[src/rtl/uart_pkg.sv]
// uart_pkg: shared definitions for the UART transmitter and receiver.
//   - uart_tx_state_t: transmitter state encoding (IDLE, START, DATA, PARITY, STOP)
//   - UART_DATA_BITS / UART_FRAME_BITS: frame geometry (1 start, 8 data, 1 parity, 1 stop)
//   - baud_clocks(): system clocks per bit period, integer-truncated
package uart_pkg;

    localparam int unsigned UART_DATA_BITS  = 8;
    localparam int unsigned UART_FRAME_BITS = 11;

    // Plain constants rather than an enum so older tools and rx can share the encoding.
    typedef logic [2:0] uart_tx_state_t;
    localparam uart_tx_state_t IDLE   = 3'd0;
    localparam uart_tx_state_t START  = 3'd1;
    localparam uart_tx_state_t DATA   = 3'd2;
    localparam uart_tx_state_t PARITY = 3'd3;
    localparam uart_tx_state_t STOP   = 3'd4;

    function automatic int unsigned baud_clocks(input int unsigned clk_hz,
                                                input int unsigned baud);
        return clk_hz / baud;
    endfunction

endpackage

[src/rtl/uart_baud_gen.sv]
// uart_baud_gen: bit-period counter shared by the UART transmitter and receiver.
// Counts 0..BAUD_CLOCKS-1 and wraps; tick is high for the single cycle at the last count.
// Ports:
//   clk   - system clock
//   rst   - asynchronous active-low reset
//   clear - synchronous clear, holds the count at 0 while asserted
//   tick  - bit-end strobe (count == BAUD_CLOCKS-1)
module uart_baud_gen #(
    parameter int unsigned BAUD_CLOCKS = 5208
) (
    input  logic clk,
    input  logic rst,
    input  logic clear,
    output logic tick
);

    localparam int unsigned CW = $clog2(BAUD_CLOCKS);

    if (BAUD_CLOCKS < 2) begin : g_bad_baud
        $error("uart_baud_gen: BAUD_CLOCKS must be at least 2");
    end

    localparam logic [CW-1:0] LAST = CW'(BAUD_CLOCKS - 1);

    logic [CW-1:0] count_q;

    always_ff @(posedge clk or negedge rst) begin
        if (!rst) begin
            count_q <= '0;
        end else if (clear || (count_q == LAST)) begin
            count_q <= '0;
        end else begin
            count_q <= count_q + CW'(1);
        end
    end

    assign tick = (count_q == LAST);

endmodule

[src/rtl/uart_tx.sv]
// uart_tx: UART transmitter, one byte per request.
// Frame: start (0), 8 data bits LSB first, parity, stop (1); each bit BAUD_CLOCKS cycles.
// Optional build macro UART_TX_TWO_STOP_EN: stop bit lasts two bit periods (12-bit frame).
// Ports:
//   clk    - system clock, rising edge
//   rst    - asynchronous active-low reset
//   din    - byte to send, sampled only on the accept cycle
//   send   - level-sensitive transmit request, accepted only in IDLE
//   tx_out - registered serial line, idle high
//   busy   - registered, high from the accept edge to the end of the stop bit
module uart_tx
    import uart_pkg::*;
#(
    parameter int unsigned CLK_FREQUENCY = 100000000,
    parameter int unsigned BAUD_RATE     = 19200,
    parameter bit          PARITY_ODD    = 1'b1
) (
    input  logic       clk,
    input  logic       rst,
    input  logic [7:0] din,
    input  logic       send,
    output logic       tx_out,
    output logic       busy
);

    localparam int unsigned BAUD_CLOCKS = baud_clocks(CLK_FREQUENCY, BAUD_RATE);

    uart_tx_state_t state_q, state_d;
    logic [7:0]     shift_q, shift_d;
    logic [2:0]     idx_q, idx_d;
    logic           parity_q, parity_d;
    logic           tx_q, tx_d;
    logic           busy_q, busy_d;
    logic           tick;
`ifdef UART_TX_TWO_STOP_EN
    logic           stop2_q, stop2_d;
`endif

    // The counter idles at 0 so the start bit gets a full period from the accept edge.
    uart_baud_gen #(
        .BAUD_CLOCKS(BAUD_CLOCKS)
    ) u_baud_gen (
        .clk  (clk),
        .rst  (rst),
        .clear(state_q == IDLE),
        .tick (tick)
    );

    // Outputs are registered, so each branch sets tx_d to the level of the bit being entered.
    always_comb begin
        state_d  = state_q;
        shift_d  = shift_q;
        idx_d    = idx_q;
        parity_d = parity_q;
        tx_d     = tx_q;
        busy_d   = busy_q;
`ifdef UART_TX_TWO_STOP_EN
        stop2_d  = stop2_q;
`endif
        case (state_q)
            IDLE: begin
                tx_d   = 1'b1;
                busy_d = 1'b0;
                if (send) begin
                    state_d  = START;
                    shift_d  = din;
                    parity_d = PARITY_ODD ? ~^din : ^din;
                    tx_d     = 1'b0;
                    busy_d   = 1'b1;
                end
            end
            START: begin
                if (tick) begin
                    state_d = DATA;
                    idx_d   = '0;
                    tx_d    = shift_q[0];
                end
            end
            DATA: begin
                if (tick) begin
                    shift_d = {1'b0, shift_q[7:1]};
                    if (idx_q == 3'(UART_DATA_BITS - 1)) begin
                        state_d = PARITY;
                        tx_d    = parity_q;
                    end else begin
                        idx_d = idx_q + 3'd1;
                        tx_d  = shift_q[1];
                    end
                end
            end
            PARITY: begin
                if (tick) begin
                    state_d = STOP;
                    tx_d    = 1'b1;
                end
            end
            STOP: begin
                if (tick) begin
`ifdef UART_TX_TWO_STOP_EN
                    if (!stop2_q) begin
                        stop2_d = 1'b1;
                    end else begin
                        stop2_d = 1'b0;
                        state_d = IDLE;
                        busy_d  = 1'b0;
                    end
`else
                    state_d = IDLE;
                    busy_d  = 1'b0;
`endif
                end
            end
            default: begin
                state_d = IDLE;
                tx_d    = 1'b1;
                busy_d  = 1'b0;
            end
        endcase
    end

    always_ff @(posedge clk or negedge rst) begin
        if (!rst) begin
            state_q  <= IDLE;
            shift_q  <= '0;
            idx_q    <= '0;
            parity_q <= 1'b0;
            tx_q     <= 1'b1;
            busy_q   <= 1'b0;
`ifdef UART_TX_TWO_STOP_EN
            stop2_q  <= 1'b0;
`endif
        end else begin
            state_q  <= state_d;
            shift_q  <= shift_d;
            idx_q    <= idx_d;
            parity_q <= parity_d;
            tx_q     <= tx_d;
            busy_q   <= busy_d;
`ifdef UART_TX_TWO_STOP_EN
            stop2_q  <= stop2_d;
`endif
        end
    end

    assign tx_out = tx_q;
    assign busy   = busy_q;

endmodule

[config.mk]
export PLATFORM = sky130hd
export DESIGN_NAME = uart_tx
export DESIGN_NICKNAME = d
export VERILOG_FILES = /design/src/rtl/uart_pkg.sv /design/src/rtl/uart_baud_gen.sv /design/src/rtl/uart_tx.sv
export SDC_FILE = /design/constraint.sdc
export NUM_CORES = 1
export LEC_CHECK = 0
export CAP_MARGIN = 10
export CORE_ASPECT_RATIO = 1.2
export CORE_UTILIZATION = 30
export DETAILED_ROUTE_END_ITERATION = 7
export GPL_ROUTABILITY_DRIVEN = 0
export SLEW_MARGIN = 0
export SYNTH_ARGS = -nofsm -noshare
export SYNTH_HDL_FRONTEND = slang
export SYNTH_SLANG_ARGS = --single-unit
[constraint.sdc]
create_clock -name clk -period 2.5 [get_ports clk]
set_clock_uncertainty 0.15 [all_clocks]
set_input_delay 0.375 -clock clk [delete_from_list [all_inputs] [get_ports clk]]
set_output_delay 0.375 -clock clk [all_outputs]
set_load 0.02 [all_outputs]
# After elaboration in Yosys (flattened, before gate mapping)
# Cells that the tools add are included.
# op_classes
n_bitwise,2
mux,23
n_addsub,2
n_reduce_logical,12
n_eq_ne,13
# ops
cell,n
3-bit two-way mux,8
8-bit two-way mux,2
8-bit case mux with 2 select lines,1
3-bit case mux with 5 select lines,1
2-bit inequality test (second input constant),7
13-bit by 1-bit adder with 13-bit output (second input constant),1
13-bit equality test (second input constant),1
13-bit two-way mux,1
4-bit AND reduction,2
8-bit XNOR reduction,1
1-bit two-way mux,7
3-bit by 2-bit equality test with 1-bit output (second input constant),2
3-bit equality test (second input constant),2
3-bit case mux with 2 select lines,1
6-bit AND reduction,1
1-bit case mux with 5 select lines,1
2-bit AND reduction,2
2-bit nonzero test,2
3-bit by 1-bit adder with 3-bit output (second input constant),1
3-bit by 1-bit equality test with 1-bit output (second input constant),1
3-bit logical NOT,1
1-bit case mux with 3 select lines,1
3-bit AND reduction,1
3-bit OR reduction,1
2 further kinds,3
# totals
ff_bits,30
inputBits,11
output_inout_bits,2
word_cells,59

# Logic depth before layout (Yosys ltp)
# Gate-level depths: netlist (run 1).
# logic_depth
depth_word,4
depth_mapped,6
ltp_nobuf,6

# Modules after synthesis
# A second synthesis (run 1) with hierarchy kept.
# hier_totals
hier_cells,163
hier_area_um2,1677.9
# by_module_without_submodules
module,seq_area_each_um2,n_inst,cells_each,area_each_um2
uart_tx,426.7,1,95,983.4
uart_baud_gen,325.3,1,68,694.4

# Worst setup path before layout (run 1)
# No wires, ideal clock.
# synth_timing
path_kind,flip-flop to flip-flop
start,register u_baud_gen.count_q[0]
end,register shift_q[0]
setup_ns,0.125
path_buffers,0
required_ns,2.225
arrival_time_ns,1.564
synth_period_minus_slack_ns,1.839
path_slack_ns,0.661
path_stages_with_launch,6
cell_sequence,dfrtp_1 > ha_1 > and4bb_4 > nand3_4 > o21bai_4 > mux2_4
# synth_between
elab_chain_cells,3
# synth_lines
item,line,source
start: declaration,uart_baud_gen.sv:25,logic [CW-1:0] count_q;
start signal: assignment,uart_baud_gen.sv:33,count_q <= count_q + CW'(1);
13-bit equality test,uart_baud_gen.sv:37,assign tick = (count_q == LAST);
2-bit inequality test (no line),-,
3-bit AND reduction (no line),-,
end signal: assignment,uart_tx.sv:134,shift_q <= shift_d;
end: declaration,uart_tx.sv:29,"logic [7:0] shift_q, shift_d;"
# No other way between the ends.
# A chain may end at the register's enable or synchronous reset.

# Worst setup path after layout (run 1)
# Ends and elaborated chain as after synthesis.

==> metrics.yaml, run 1 <==
synthXorXnorAreaFrac_pct: 9.758
drt_wl_total_mm: 3.143
cap_viol_max_count: 0
cp.arrival_ns: 2.00
worst_slack_ns: 0.5133
hpwl_mm: 2.219
reg2reg_to: "shift_q[0]$_DFFE_PN0P_"
grt_start_max_net_pins: 31
grt_pass1_wl_mm: 5.513
die-area_um2: 5991
cp.depth: 5
period_share_pct: 79.47
yosysTopAreaCellShare_pct: 42.55
worst-path-buf-inv: 0
regToRegSetupSlack_ns: 0.51
cts_resized: 0
tritoncts: "built"
critical_path.slowest_cell: "dfrtp_1"
synth_largest_area_cell: "dfrtp_1"
violations: "DRC"
insertion_delay_ns: 0.28
path_class: "register to register"
cts.clk_slew.worst_paths_ns: 0.06
clock_path_buffers: 2
netlist_area_um2: 1705
crit_chain: "ha_1 > and4bb_4 > nand3_4 > o21bai_4 > mux2_4"
grt_use_total_pct: 11.84
timing.setup.tns_ns: 0
p_per_area_nw_per_um2: 664.5
worst_r2r_startpoint: "u_baud_gen.count_q[0]$_DFF_PN0_"
ff2ff_path_depth: 5
ys_top_cells_by_area: "dfrtp_1 43%, mux2_4 12%, xnor2_1 7.2%"
syn_inst: 145
setup_viol: 0
synth_compound_area_share_pct: 8.364
async_reset_ff_share_pct: 100.0
seqCellArea_um2: 752.0
ios: 13
syn_avg_cell_area_um2: 11.76
synth.distinct_cells: 43
wl_per_cell_um: 13.97
timing.slew.headroom_pct: 73.13
cts_root_buf: "clkbuf_8"
finalHoldViolations: 0
drc_errors: 2
peakVddDrop_v: 0.0003786
postCtsSetupRepairBufs: 0
critPathLaunchType: "register"
crit_path_end: "shift_q[0]$_DFFE_PN0P_"
cts_sinks: 30
maxSlewViolCount: 0
worstPathMaxFanout: 8
dp_slack_ns: 0.4646
initial_core_util_pct: 31.76
io_buffers: 12
synth.ff_latch_count: 30
place_area_um2: 1889
timing.fmax_mhz: 503.3
startpoint: "u_baud_gen.count_q[0]$_DFF_PN0_"
vias: 1134
ys_seq_area_share_pct: 44.09
postCtsHoldBufs: 0
synth_top_family_by_area: "simple AND/OR/NAND/NOR gates"
diodes: 0
layout.nets: 176
synthMuxAreaShare_pct: 12.99
cp-end-kind: "register"
die_y_um: 84.59
holdCritPathClass: "input pin to async pin"
antenna_found_initial: 0
ys.flop_type: "dfrtp_1"
rsz0062_at_grt: "no"
drive_above_1_share_pct: 22.70
overflow: 0
cp.required_ns: 2.51
first_global_vias: 1127
first_pass_iters: 6
stdcell_area_um2: 1981
yosys_warnings: 0
cts_buffers: 5
yosys.area_share.adder_pct: 2.201
core_um2: 5370
synth_edf_count: 0
multi_input_comb_area_um2: 898.4
area_growth_pct: 16.14
drt.antenna.violating_nets: 0
slowest_delay_ns: 0.38
synth.most_common_cell: "dfrtp_1"
yosys-top-cells-count: "29 x dfrtp_1, 19 x nor2_1, 14 x mux2_4, 14 x xnor2_1"
dieWidth_um: 70.83
min_period_ns: 1.987
via_per_inst: 5.040
drtIter0Drc: 57
nFillCells: 540
synth-simple-area-share_pct: 19.37
tightest_slew_ns: 0.4015
synthesis.nets: 159
status: "finished with violations"
htree_levels: 2
cp_top_family: "simple AND/OR/NAND/NOR gates"
p_leak_nw: 0.8819
rows: 29
[per-layer routing]
| layer | wire length, um | share of wire (%) | vias to the layer above | GRT usage [%] |
|---|---|---|---|---|
| met1 | 1405 | 45 | 558 | 14.42 |
| met2 | 1584 | 50 | 15 | 19.84 |
| met3 | 105 | 3.3 | 5 | 3.361 |
| li1 | - | - | 556 | - |
| met4 | 47 | 1.5 | 0 | 4.364 |
| met5 | 0 | 0 | - | 0 |
[how the worst min path moves through the flow]
stage                                    start                               to  slack [ns]  depth (start not counted)
2_1_floorplan                              rst                 busy$_DFFE_PN0P_       -0.07                          0
3_3_place_gp   u_baud_gen.count_q[0]$_DFF_PN0_  u_baud_gen.count_q[0]$_DFF_PN0_        0.32                          1
3_5_place_dp   u_baud_gen.count_q[0]$_DFF_PN0_  u_baud_gen.count_q[0]$_DFF_PN0_        0.33                          1
4_1_cts                                    rst  u_baud_gen.count_q[0]$_DFF_PN0_        0.34                          2
5_1_grt                                    rst  u_baud_gen.count_q[8]$_DFF_PN0_        0.37                          2
6_report                                   rst  u_baud_gen.count_q[6]$_DFF_PN0_        0.33                          2
[power by group]
part	switching [mW]	internal, mW	total (mW)
Combinational	0.110	0.140	0.251
Clock	0.176	0.222	0.398
Sequential	0.0973	0.571	0.668
Total	0.384	0.932	1.32
[logic make-up (layout without fill, tap and decap cells)]
kind of cell | after synthesis | after routing
DFF | 30 | 30
buffers and inverters | 10 | 28
adders and majority gates | 3 | 3
muxes | 15 | 15
xor gates and xnor gates | 19 | 19
AOI/OAI and AO/OA | 17 | 17
and+or+nand+nor | 51 | 51
[state kept, by name, summed over array words and instances (netlist names)]
name	count
u_baud_gen.count_q	13
parity_q	1
shift_q	8
idx_q	3
state_q	3
busy	1
tx_out	1
[cell type report]
class | count | area share [%]
Multi-Input combinational cell | 105 | 45.36
Sequential cell | 30 | 37.97
Tap cell | 62 | 3.917
Clock inverter | 1 | 0.2527
Clock buffer | 7 | 4.359
Inverter | 5 | 0.9476
Timing Repair Buffer | 15 | 7.202
[through the flow]
step	hold slack, ns	cells	power (mW)	utilization, %
global route	0.3652	225	1.387	36.88
global placement	0.3177	217	0.9173	35.18
detailed placement	0.3326	217	0.9263	35.18
floorplan	-0.07059	145	0.8326	-
finish	0.3285	225	1.316	36.88
CTS	0.3410	225	1.332	36.88
[placed cells by master, fill, tap and decap left out, types with 2 or more instances in the layout]
cell              n
a211oi_1          2
a21o_1            2
a31oi_1           2
a32o_1            2
and3_1            2
and4_1            2
and4bb_4          2
buf_4             3
clkbuf_8          6
clkdlybuf4s50_1  12
dfrtp_1          29
ha_1              3
inv_1             5
mux2_4           14
nand2_1           2
nand3_1           4
nand4_1           5
nor2_1           19
nor3_1            2
nor3b_1           2
nor4_1            2
xnor2_1          14
xor2_1            5
Power figures use the tool's default switching activity.
==> run 2: changes to the inputs <==
- clock period: 2.5 -> 1.8 ns (I/O delays scaled with it)
==> metrics.yaml, run 2 (synthesis results as in run 1) <==
timing.slew.headroom_pct: 73.23
drt_wl_total_mm: 3.317
area_growth_pct: 32.65
cp.required_ns: 1.82
maxSlewViolCount: 0
min_period_ns: 1.797
cp-end-kind: "register"
grt_use_total_pct: 12.70
cts.clk_slew.worst_paths_ns: 0.06
cap_viol_max_count: 0
drc_errors: 0
drt.antenna.violating_nets: 0
rows: 29
die-area_um2: 5991
cts_sinks: 30
top_register: "u_baud_gen.count_q"
hpwl_mm: 2.324
vias: 1217
wl_per_cell_um: 13.27
path_class: "register to register"
period_share_pct: 99.85
timing.setup.tns_ns: 0
overflow: 0
die_y_um: 84.59
grt_start_max_net_pins: 31
first_global_vias: 1263
via_per_inst: 4.868
critPathLaunchType: "register"
clock_path_buffers: 2
regToRegSetupSlack_ns: 0.003
core_um2: 5370
dieWidth_um: 70.83
top_regs: "u_baud_gen.count_q: 13 flops, shift_q: 8 flops"
startpoint: "u_baud_gen.count_q[1]$_DFF_PN0_"
holdCritPathClass: "input pin to async pin"
peakVddDrop_v: 0.0007128
ios: 13
layout.nets: 201
worst_r2r_startpoint: "u_baud_gen.count_q[1]$_DFF_PN0_"
largest_register_ffs: 13
cp.arrival_ns: 1.81
insertion_delay_ns: 0.28
initial_core_util_pct: 31.76
grt_pass1_wl_mm: 5.851
ff2ff_path_depth: 6
final_common_cell: "dfrtp_1"
htree_levels: 2
reg2reg_to: "shift_q[1]$_DFFE_PN0P_"
finalHoldViolations: 0
worst_slack_ns: 0.002773
drive_above_1_share_pct: 37.77
setup_viol: 0
io_buffers: 12
drtIter0Drc: 48
first_pass_iters: 6
antenna_found_initial: 0
worstPathMaxFanout: 5
status: "finished clean"
diodes: 0
cts_root_buf: "clkbuf_8"
tightest_slew_ns: 0.4001
postCtsHoldBufs: 0
rsz0062_at_grt: "yes"
cts_buffers: 5
tritoncts: "built"
most-common-layout-cells: "29 x dfrtp_1, 25 x buf_4, 19 x nor2_1, 14 x xnor2_1, 14 x mux2_4"
dp_slack_ns: -0.1010
crit_path_end: "shift_q[1]$_DFFE_PN0P_"
p_leak_nw: 1.024
p_per_area_nw_per_um2: 896.7
timing.fmax_mhz: 556.4
-- run 2: cell types whose count changed in the layout (fill, tap and decap cells not counted), moves of 2 or more --
cell / change
buf_6: +2
ha_2: +2
buf_4: +22
clkbuf_8: +2
ha_1: -3
-- run 2: worst min path at each step --
| stage | start | endpoint | slack [ns] | cells after the start |
|---|---|---|---|---|
| 6_report | rst | u_baud_gen.count_q[6]$_DFF_PN0_ | 0.19 | 2 |
| 5_1_grt | rst | u_baud_gen.count_q[9]$_DFF_PN0_ | 0.21 | 2 |
| 4_1_cts | rst | u_baud_gen.count_q[6]$_DFF_PN0_ | 0.20 | 2 |
| 3_5_place_dp | idx_q[1]$_DFFE_PN0P_ | idx_q[1]$_DFFE_PN0P_ | 0.35 | 1 |
| 3_3_place_gp | idx_q[1]$_DFFE_PN0P_ | idx_q[1]$_DFFE_PN0P_ | 0.33 | 1 |
| 2_1_floorplan | rst | busy$_DFFE_PN0P_ | -0.18 | 0 |
-- run 2: layout make-up --
type	instances	area (um2)
Clock buffer	8	110.1
Sequential cell	30	752.0
Tap cell	62	77.57
Inverter	5	18.77
Timing Repair Buffer	40	349.1
Fill cell	537	3108
Multi-Input combinational cell	105	954.7
-- run 2: repair_timing --
| action | 4_1_cts | 5_1_grt |
|---|---|---|
| buffers inserted | 3 | 2 |
| gates resized for setup | 5 | 10 |
| cloned | 0 | 1 |
| pin swaps | 2 | 6 |
| endpoints found under the hold margin | 0 | 0 |
| endpoints found under the setup margin | 10 | 20 |
-- run 2: per-layer routing --
layer | wire [um] | global-route usage, % | vias up
met2 | 1676 | 21.59 | 12
li1 | - | - | 604
met1 | 1483 | 14.95 | 593
met5 | 0 | 0 | -
met3 | 89 | 3.481 | 8
met4 | 67 | 5.455 | 0
-- run 2: metrics by stage --
step | total power [mW] | hold slack [ns] | util, % | instances | area [um2]
floorplan | 1.159 | -0.1756 | - | 145 | 1710
global placement | 1.383 | 0.3280 | 38.16 | 236 | 2049
detailed placement | 1.397 | 0.3485 | 38.16 | 236 | 2049
CTS | 2.048 | 0.1979 | 40.89 | 247 | 2196
global route | 2.153 | 0.2129 | 42.12 | 250 | 2262
finish | 2.028 | 0.1883 | 42.12 | 250 | 2262
-- run 2: power by group --
part | switching [mW] | leakage, nW | internal, mW
Combinational | 0.234 | 0.585 | 0.295
Sequential | 0.0650 | 0.381 | 0.792
Clock | 0.256 | 0.0575 | 0.386
-- run 2: worst max-delay path, cell delays in order, from the launching register on --
cell	delay (ns)
dfrtp_1	0.35
ha_2	0.19
and4bb_4	0.27
nand3_4	0.12
o21bai_4	0.16
buf_6	0.15
mux2_4	0.30
==> run 3: changes to the inputs <==
- CTS_CLUSTER_SIZE: not set -> 25
- SKIP_LAST_GASP: not set -> 1
==> metrics.yaml, run 3 (synthesis results as in run 1) <==
status: "finished clean"
timing.slew.headroom_pct: 73.23
final_common_cell: "dfrtp_1"
worst_slack_ns: 0.002687
min_period_ns: 1.797
drc_errors: 0
die-area_um2: 5991
grt_start_max_net_pins: 31
die_y_um: 84.59
cap_viol_max_count: 0
core_um2: 5370
most-common-layout-cells: "29 x dfrtp_1, 25 x buf_4, 19 x nor2_1, 14 x xnor2_1, 14 x mux2_4"
io_buffers: 12
peakVddDrop_v: 0.0007128
maxSlewViolCount: 0
postCtsHoldBufs: 0
hpwl_mm: 2.324
grt_use_total_pct: 12.70
dp_slack_ns: -0.1010
area_growth_pct: 32.65
cp.arrival_ns: 1.81
layout.nets: 201
overflow: 0
drtIter0Drc: 42
setup_viol: 0
ios: 13
cp.required_ns: 1.82
place_area_um2: 2049
via_per_inst: 4.868
grt_pass1_wl_mm: 5.851
dieWidth_um: 70.83
cts_root_buf: "clkbuf_8"
drt_wl_total_mm: 3.317
antenna_found_initial: 0
vias: 1217
first_pass_iters: 6
total_power_mw: 2.028
cts.clk_slew.worst_paths_ns: 0.06
insertion_delay_ns: 0.28
path_class: "register to register"
timing.fmax_mhz: 556.4
drt.antenna.violating_nets: 0
p_leak_nw: 1.024
p_per_area_nw_per_um2: 896.6
initial_core_util_pct: 31.76
first_global_vias: 1263
diodes: 0
top_regs: "u_baud_gen.count_q: 13 flops, shift_q: 8 flops"
startpoint: "u_baud_gen.count_q[1]$_DFF_PN0_"
top_register: "u_baud_gen.count_q"
worstPathMaxFanout: 5
tritoncts: "built"
cp-end-kind: "register"
crit_path_end: "shift_q[1]$_DFFE_PN0P_"
tightest_slew_ns: 0.4001
whs_ns: 0.1883
largest_register_ffs: 13
regToRegSetupSlack_ns: 0.003
stdcell_area_um2: 2262
reg2reg_to: "shift_q[1]$_DFFE_PN0P_"
wl_per_cell_um: 13.27
fin_cells: 250
rsz0062_at_grt: "yes"
cts_buffers: 5
htree_levels: 2
worst_r2r_startpoint: "u_baud_gen.count_q[1]$_DFF_PN0_"
cts_sinks: 30
critPathLaunchType: "register"
clock_path_buffers: 2
holdCritPathClass: "input pin to async pin"
period_share_pct: 99.85
ff2ff_path_depth: 6
rows: 29
finalHoldViolations: 0
dpl.cell_count: 236
drive_above_1_share_pct: 37.77
[run 3: cell counts in the layout (fill, tap and decap cells not counted)]
No cell type changed its count.
[run 3: metal layers]
metal  vias up  global-route usage [%]  share of wire (%)
li1        604                       -                  -
met5         -                       0                  0
met2        12                   21.59                 51
met3         8                   3.481                2.7
met4         0                   5.455                2.0
met1       593                   14.95                 45
[run 3: what timing repair did]
| action | CTS | global route |
|---|---|---|
| gates cloned | 0 | 1 |
| pin swaps | 2 | 6 |
| endpoints found under the setup margin | 10 | 20 |
| gates resized for setup | 5 | 10 |
| buffers inserted | 3 | 2 |
[run 3: final cells by class]
class / instances / area [um2]
fill: 537 / 3108
clock buffer: 8 / 110.1
tap: 62 / 77.57
multi-input combinational: 105 / 954.7
timing repair buffer: 40 / 349.1
inverter: 5 / 18.77
sequential: 30 / 752.0
[run 3: how the worst min path moves through the flow]
stage               slack [ns]                         endpoint            startpoint  cells past startpoint
floorplan                -0.18                 busy$_DFFE_PN0P_                   rst                      0
global placement          0.33             idx_q[1]$_DFFE_PN0P_  idx_q[1]$_DFFE_PN0P_                      1
detailed placement        0.35             idx_q[1]$_DFFE_PN0P_  idx_q[1]$_DFFE_PN0P_                      1
CTS                       0.20  u_baud_gen.count_q[6]$_DFF_PN0_                   rst                      2
global route              0.21  u_baud_gen.count_q[9]$_DFF_PN0_                   rst                      2
finish                    0.19  u_baud_gen.count_q[6]$_DFF_PN0_                   rst                      2
[run 3: critical path, stage by stage (launching register included)]
cell	delay, ns
dfrtp_1	0.35
ha_2	0.19
and4bb_4	0.27
nand3_4	0.12
o21bai_4	0.16
buf_6	0.15
mux2_4	0.30
[run 3: power breakdown]
group          leakage [nW]  total [mW]  switching, mW  internal (mW)
registers             0.381       0.857         0.0650          0.792
logic                 0.585       0.529          0.234          0.295
clock network        0.0575       0.642          0.256          0.386
total                  1.02        2.03          0.555           1.47
[run 3: per-stage QoR]
step           utilization, %  setup TNS, ns
3_5_place_dp            38.16        -0.6847
6_report                42.12              0
4_1_cts                 40.89       -0.01028
5_1_grt                 42.12        -0.3226
2_1_floorplan               -              0
3_3_place_gp            38.16        -0.5391
